`src/rtl/piradip_sample_buffer_capture_ctrl.sv`:
```
// Capture sequencer for the sample buffer's stream-side controls: pre/post-trigger
// ring capture or linear one-shot fill, all in the stream clock domain.
module piradip_sample_buffer_capture_ctrl #(
    parameter int OFFSET_WIDTH = 12
) (
    input  logic                    aclk,
    input  logic                    aresetn,
    input  logic [OFFSET_WIDTH-1:0] cfg_start_offset,
    input  logic [OFFSET_WIDTH-1:0] cfg_end_offset,
    input  logic [OFFSET_WIDTH-1:0] cfg_pretrigger,
    input  logic [OFFSET_WIDTH-1:0] cfg_posttrigger,
    input  logic                    cfg_one_shot,
    input  logic                    cmd_arm,
    input  logic                    cmd_abort,
    input  logic                    trigger,
    input  logic                    beat,
    input  logic [OFFSET_WIDTH-1:0] wr_addr,
    output logic                    stream_update,
    output logic                    stream_active,
    output logic                    stream_one_shot,
    output logic [OFFSET_WIDTH-1:0] stream_start_offset,
    output logic [OFFSET_WIDTH-1:0] stream_end_offset,
    output logic                    busy,
    output logic                    done,
    output logic                    arm_err,
    output logic [OFFSET_WIDTH-1:0] trig_addr
);

    typedef enum logic [2:0] {
        S_IDLE,
        S_PRETRIG,
        S_WAIT_TRIG,
        S_POSTTRIG,
        S_FILL,
        S_DONE
    } state_t;

    state_t state_q, state_d;

    logic                    trig_q;
    logic                    trig_edge;
    logic [OFFSET_WIDTH-1:0] pre_q, pre_d;
    logic [OFFSET_WIDTH-1:0] post_q, post_d;
    logic [OFFSET_WIDTH-1:0] cnt_q, cnt_d;
    logic [OFFSET_WIDTH:0]   cnt_inc;
    logic [OFFSET_WIDTH-1:0] span;
    logic [OFFSET_WIDTH-1:0] pre_clamped;
    logic [OFFSET_WIDTH-1:0] start_d, end_d, trig_addr_d;
    logic                    one_shot_d, update_d, active_d, arm_err_d;
    logic                    busy_d, done_d;

    always_comb begin
        state_d     = state_q;
        pre_d       = pre_q;
        post_d      = post_q;
        cnt_d       = cnt_q;
        start_d     = stream_start_offset;
        end_d       = stream_end_offset;
        one_shot_d  = stream_one_shot;
        trig_addr_d = trig_addr;
        active_d    = stream_active;
        update_d    = 1'b0;
        arm_err_d   = 1'b0;

        trig_edge   = trigger & ~trig_q;
        cnt_inc     = {1'b0, cnt_q} + (OFFSET_WIDTH+1)'(1);
        span        = cfg_end_offset - cfg_start_offset;
        pre_clamped = (cfg_pretrigger > span) ? span : cfg_pretrigger;

        case (state_q)
            S_IDLE, S_DONE: begin
                // Abort outranks arm even though abort alone does nothing here.
                if (cmd_arm && !cmd_abort) begin
                    if (cfg_end_offset < cfg_start_offset) begin
                        arm_err_d = 1'b1;
                    end else begin
                        start_d     = cfg_start_offset;
                        end_d       = cfg_end_offset;
                        one_shot_d  = cfg_one_shot;
                        post_d      = cfg_posttrigger;
                        pre_d       = pre_clamped;
                        cnt_d       = '0;
                        trig_addr_d = '0;
                        update_d    = 1'b1;
                        active_d    = 1'b1;
                        state_d     = cfg_one_shot ? S_FILL : S_PRETRIG;
                    end
                end
            end
            S_PRETRIG: begin
                if (cmd_abort) begin
                    update_d = 1'b1;
                    active_d = 1'b0;
                    state_d  = S_IDLE;
                end else if (cnt_q == pre_q) begin
                    state_d = S_WAIT_TRIG;
                end else if (beat) begin
                    if (cnt_inc == {1'b0, pre_q}) begin
                        state_d = S_WAIT_TRIG;
                    end else begin
                        cnt_d = cnt_inc[OFFSET_WIDTH-1:0];
                    end
                end
            end
            S_WAIT_TRIG: begin
                if (cmd_abort) begin
                    update_d = 1'b1;
                    active_d = 1'b0;
                    state_d  = S_IDLE;
                end else if (trig_edge) begin
                    trig_addr_d = wr_addr;
                    cnt_d       = '0;
                    state_d     = S_POSTTRIG;
                end
            end
            S_POSTTRIG: begin
                if (cmd_abort) begin
                    update_d = 1'b1;
                    active_d = 1'b0;
                    state_d  = S_IDLE;
                end else if (cnt_q == post_q) begin
                    update_d = 1'b1;
                    active_d = 1'b0;
                    state_d  = S_DONE;
                end else if (beat) begin
                    if (cnt_inc == {1'b0, post_q}) begin
                        update_d = 1'b1;
                        active_d = 1'b0;
                        state_d  = S_DONE;
                    end else begin
                        cnt_d = cnt_inc[OFFSET_WIDTH-1:0];
                    end
                end
            end
            S_FILL: begin
                if (cmd_abort) begin
                    update_d = 1'b1;
                    active_d = 1'b0;
                    state_d  = S_IDLE;
                end else if (beat && (wr_addr == stream_end_offset)) begin
                    update_d = 1'b1;
                    active_d = 1'b0;
                    state_d  = S_DONE;
                end
            end
            default: state_d = S_IDLE;
        endcase

        busy_d = (state_d != S_IDLE) && (state_d != S_DONE);
        done_d = (state_d == S_DONE);
    end

    always_ff @(posedge aclk) begin
        if (!aresetn) begin
            state_q             <= S_IDLE;
            trig_q              <= 1'b0;
            pre_q               <= '0;
            post_q              <= '0;
            cnt_q               <= '0;
            stream_update       <= 1'b0;
            stream_active       <= 1'b0;
            stream_one_shot     <= 1'b0;
            stream_start_offset <= '0;
            stream_end_offset   <= '0;
            busy                <= 1'b0;
            done                <= 1'b0;
            arm_err             <= 1'b0;
            trig_addr           <= '0;
        end else begin
            state_q             <= state_d;
            trig_q              <= trigger;
            pre_q               <= pre_d;
            post_q              <= post_d;
            cnt_q               <= cnt_d;
            stream_update       <= update_d;
            stream_active       <= active_d;
            stream_one_shot     <= one_shot_d;
            stream_start_offset <= start_d;
            stream_end_offset   <= end_d;
            busy                <= busy_d;
            done                <= done_d;
            arm_err             <= arm_err_d;
            trig_addr           <= trig_addr_d;
        end
    end

endmodule

```
`config.mk`:
```
export PLATFORM = sky130hd
export DESIGN_NAME = piradip_sample_buffer_capture_ctrl
export DESIGN_NICKNAME = d
export VERILOG_FILES = /design/src/rtl/piradip_sample_buffer_capture_ctrl.sv
export SDC_FILE = /design/constraint.sdc
export NUM_CORES = 1
export LEC_CHECK = 0
export ABC_CLOCK_PERIOD_IN_PS = 14270
export CAP_MARGIN = 5
export CORE_MARGIN = 5
export CORE_UTILIZATION = 35
export CTS_BUF_LIST = sky130_fd_sc_hd__clkbuf_2
export DETAILED_ROUTE_END_ITERATION = 16
export PLACE_DENSITY = 0.55
export SKIP_LAST_GASP = 1
export SLEW_MARGIN = 10
export SYNTH_ARGS = -nofsm -noshare
export SYNTH_HDL_FRONTEND = slang
export SYNTH_SLANG_ARGS = --single-unit
export TNS_END_PERCENT = 10
```
`constraint.sdc`:
```
create_clock -name aclk -period 14.27 [get_ports aclk]
set_clock_uncertainty 0.05 [all_clocks]
set_input_delay 4.281 -clock aclk [delete_from_list [all_inputs] [get_ports aclk]]
set_output_delay 4.281 -clock aclk [all_outputs]
set_load 0.1 [all_outputs]
```
==> results.md <==
- Most common cell after layout, fill and taps aside: nand2_1
- Post-synthesis cell area: 0.00534 mm2
- Req. time, crit path: 14.74 ns
- Final setup margin: 6.56 ns
- Synth Net Count: 808
- Area Growth Syn to Fin: 23.1%
- Via count: 5292
- EDFF count, synth: 0
- Overall die width: 134 um
- Root buf cell: clkbuf_2
- Most frequent cells in the layout: 117 x nand2_1, 108 x clkdlybuf4s50_1, 83 x a21oi_1
- Final Instance Area: 0.00657 mm2
- FP Rows: 45
- Worst stage delay on the critical path: 0.47 ns
- Max VDD drop: 0.0428 mV
- Post-CTS Setup Bufs: 0
- Routed WL: 16500 um
- Top Ports: 109
- Placer congestion estimate: 0.917
- DR DRC count: 0
- CP max stage cell: clkdlybuf4s50_1
- Ys Warns: 0
- Worst Hold Depth: 2
- Vias in the first global route: 5324
- Power per cell area: 81.0 mW/mm2
- Ratio of cells with drive above 1 in the final layout: 4.02%
- Critical Path Start: cfg_start_offset[1]
- Cell family with most CP delay: compound AO/OA/AOI/OAI gates
- Area after DPL: 0.00648 mm2
- Yosys top cell by area: dfxtp_1
- Peak Freq: 0.130 GHz
- Die area: 0.0178 mm2
- RSZ-0062 raised after global routing: false
- Pleak: 2.39 nW
- Register area share after synthesis: 30.7%
- Avg Cell Area, Syn: 7.47 um2
- Post-synthesis register bit count: 82
- Netlist cell types: 67
- Final worst-path cycle share: 54.0%
- DRT Pass-1 Iters: 5
- Final setup violation count: 0
- Post-cts gate resize count: 0
- Critical path peak fanout: 15
- Grt ovf: 0
- Max-slew violations: 0
- R2r startpoint: cnt_q[3]$_SDFFE_PN0P_
- Largest net degree at the start of global routing: 54
- WL/cell: 16.7 um
- Hold Violations, Final: 0
- Outcome: completed
- Total Nets Final: 885
- Sink Count: 82
- Post-CTS Hold Fix Bufs: 0
- CTS tree: done
- Via density: 5.37
- Port Buffer Count: 108
- Post-DRT Antenna Nets: 0
- Worst slew pin tran: 1.02 ns
- Core Area: 0.0151 mm2
- Initial antenna violation count: 1
- Crit path depth: 21
- Slew margin rel.: 31.5%
- Worst-path clk slew: 0.24 ns
- Top FF cell, synth: dfxtp_1
- Worst setup EP type: flip-flop
- Worst R2R Setup Slack: 10.63 ns
- TNS Setup: 0 ns
- Asr flop ratio synth: 0%
- Die Span Y: 134 um
- Clock Path Buffers: 2
- Crit-path cells: clkdlybuf4s50_1 > inv_1 > ha_1 > nor2b_1 > o21ai_0 > a21boi_1 > o21a_1 > o21ai_0 > a211oi_1 > nor3_1 > inv_1 > ha_1 > a21o_1 > a21o_1 > a21oi_1 > o21ai_0 > a21oi_1 > a21oi_1 > buf_4 > nor2b_1 > o311a_1
- Crit path time final: 7.71 ns
- Iteration-0 DRC Markers: 408
- Max Cap Violations: 0
- Worst setup path endpoint: pre_q[7]$_SDFFE_PN0P_
- WP buf/inv: 4
- Synth top area cells: dfxtp_1 31%, nand2_1 8.2%, xnor2_1 7.9%, a21oi_1 7.8%, ha_1 5.9%
- Cts bufs inserted: 9
- Detail Placement HPWL: 12500 um
- Post-Synthesis Cells: 715
- GRT Resource Usage Total: 18.6%
- HP Class: reg -> reg
- Worst Setup Slack post-DPL: 5.94 ns
- First-pass GRT wire length: 27000 um
- Initial core utilization: 35.4%
- Worst R2R Path Depth: 9
- R2R Path End: cnt_q[2]$_SDFFE_PN0P_
- WP data arrival: 8.17 ns
- Startpoint types: input port
- Share of the synthesized area in the top cell type: 30.7%
- Critical path type: in -> reg
- Skew-Pair Late Insertion Delay: 0.60 ns
- H-tree Lvls: 3
layout make-up:
cell class | count | area [um2]
Fill cell | 1583 | 8520
Timing Repair Buffer | 112 | 1110
Multi-Input combinational cell | 552 | 3360
Clock inverter | 7 | 45.0
Sequential cell | 82 | 1640
Antenna cell | 1 | 2.50
Inverter | 35 | 131
Tap cell | 188 | 235
Clock buffer | 9 | 45.0
worst min-delay path by stage:
stage                                          endpoint  slack [ns]                                 from
floorplan                        post_q[8]$_SDFFE_PN0P_        0.40               post_q[8]$_SDFFE_PN0P_
global placement    stream_start_offset[0]$_SDFFE_PN0P_        0.39  stream_start_offset[0]$_SDFFE_PN0P_
detailed placement            trig_addr[0]$_SDFFE_PN0P_        0.40            trig_addr[0]$_SDFFE_PN0P_
CTS                           trig_addr[0]$_SDFFE_PN0P_        0.43            trig_addr[0]$_SDFFE_PN0P_
global route                  trig_addr[1]$_SDFFE_PN0P_        0.45            trig_addr[1]$_SDFFE_PN0P_
finish              stream_start_offset[1]$_SDFFE_PN0P_        0.42  stream_start_offset[1]$_SDFFE_PN0P_
logic make-up after synthesis:
group                      synth area share [%]
and+or+nand+nor                            25.4
buffers and inverters                      6.33
xor gates and xnor gates                   9.18
adders and majority gates                  6.23
muxes                                      1.87
DFF                                        30.7
AOI/OAI and AO/OA                          20.2
routing by layer:
layer	part of all wire, %	vias up	global-route usage, %
met2	48	153	31.1
met4	2.4	0	5.43
met1	44	2466	23.3
met5	0	-	0
li1	-	2643	-
met3	5.9	30	5.40
flip-flops by register name (all words and copies together) (netlist names):
register,cells
state_q,3
trig_q,1
stream_end_offset,12
stream_start_offset,12
stream_active,1
stream_one_shot,1
stream_update,1
pre_q,12
cnt_q,12
busy,1
arm_err,1
post_q,12
done,1
trig_addr,12
power by group:
group          leakage (nW)  switching, mW  internal, mW
sequential            0.664        0.00783         0.237
combinational          1.68          0.104        0.0704
clock                0.0534         0.0911        0.0223
worst register-to-register path, cell delays in order, from the launching register on:
cell and delay, ns:
dfxtp_1 0.66, and3_1 0.50, nand2_1 0.20, o41a_1 0.47, o22ai_1 0.26, or4_1 0.17
a32o_2 0.40, nand3b_2 0.28, or3b_1 0.43, a21oi_1 0.14
through the flow:
| stage | hold slack, ns | util, % | cells | total power, mW |
|---|---|---|---|---|
| global route | 0.447 | 43.6 | 986 | 0.566 |
| global placement | 0.393 | 43.0 | 969 | 0.420 |
| floorplan | 0.398 | - | 715 | 0.369 |
| finish | 0.422 | 43.6 | 986 | 0.532 |
| CTS | 0.425 | 43.5 | 985 | 0.539 |
| detailed placement | 0.401 | 43.0 | 969 | 0.423 |
cell usage after synthesis (3+ instances only):
library cell and n:
nand2_1 117, or3b_1 3, a211oi_1 4, o211ai_1 5, or3_1 9, ha_1 25
a21o_1 7, buf_4 3, nand2b_1 6, and2_1 4, dfxtp_1 82, nor3_1 19
buf_2 12, a21oi_1 83, nor2_1 45, a31oi_1 12, nor4_1 4, or4_1 7
nand4_1 13, xor2_1 8, nand3_1 29, and4_1 3, o21ai_0 24, xnor2_1 48
o21ai_1 6, o21a_1 7, clkbuf_1 28, mux2i_1 10, nor2b_1 10, inv_1 34
(Power assumes the default switching activity.)
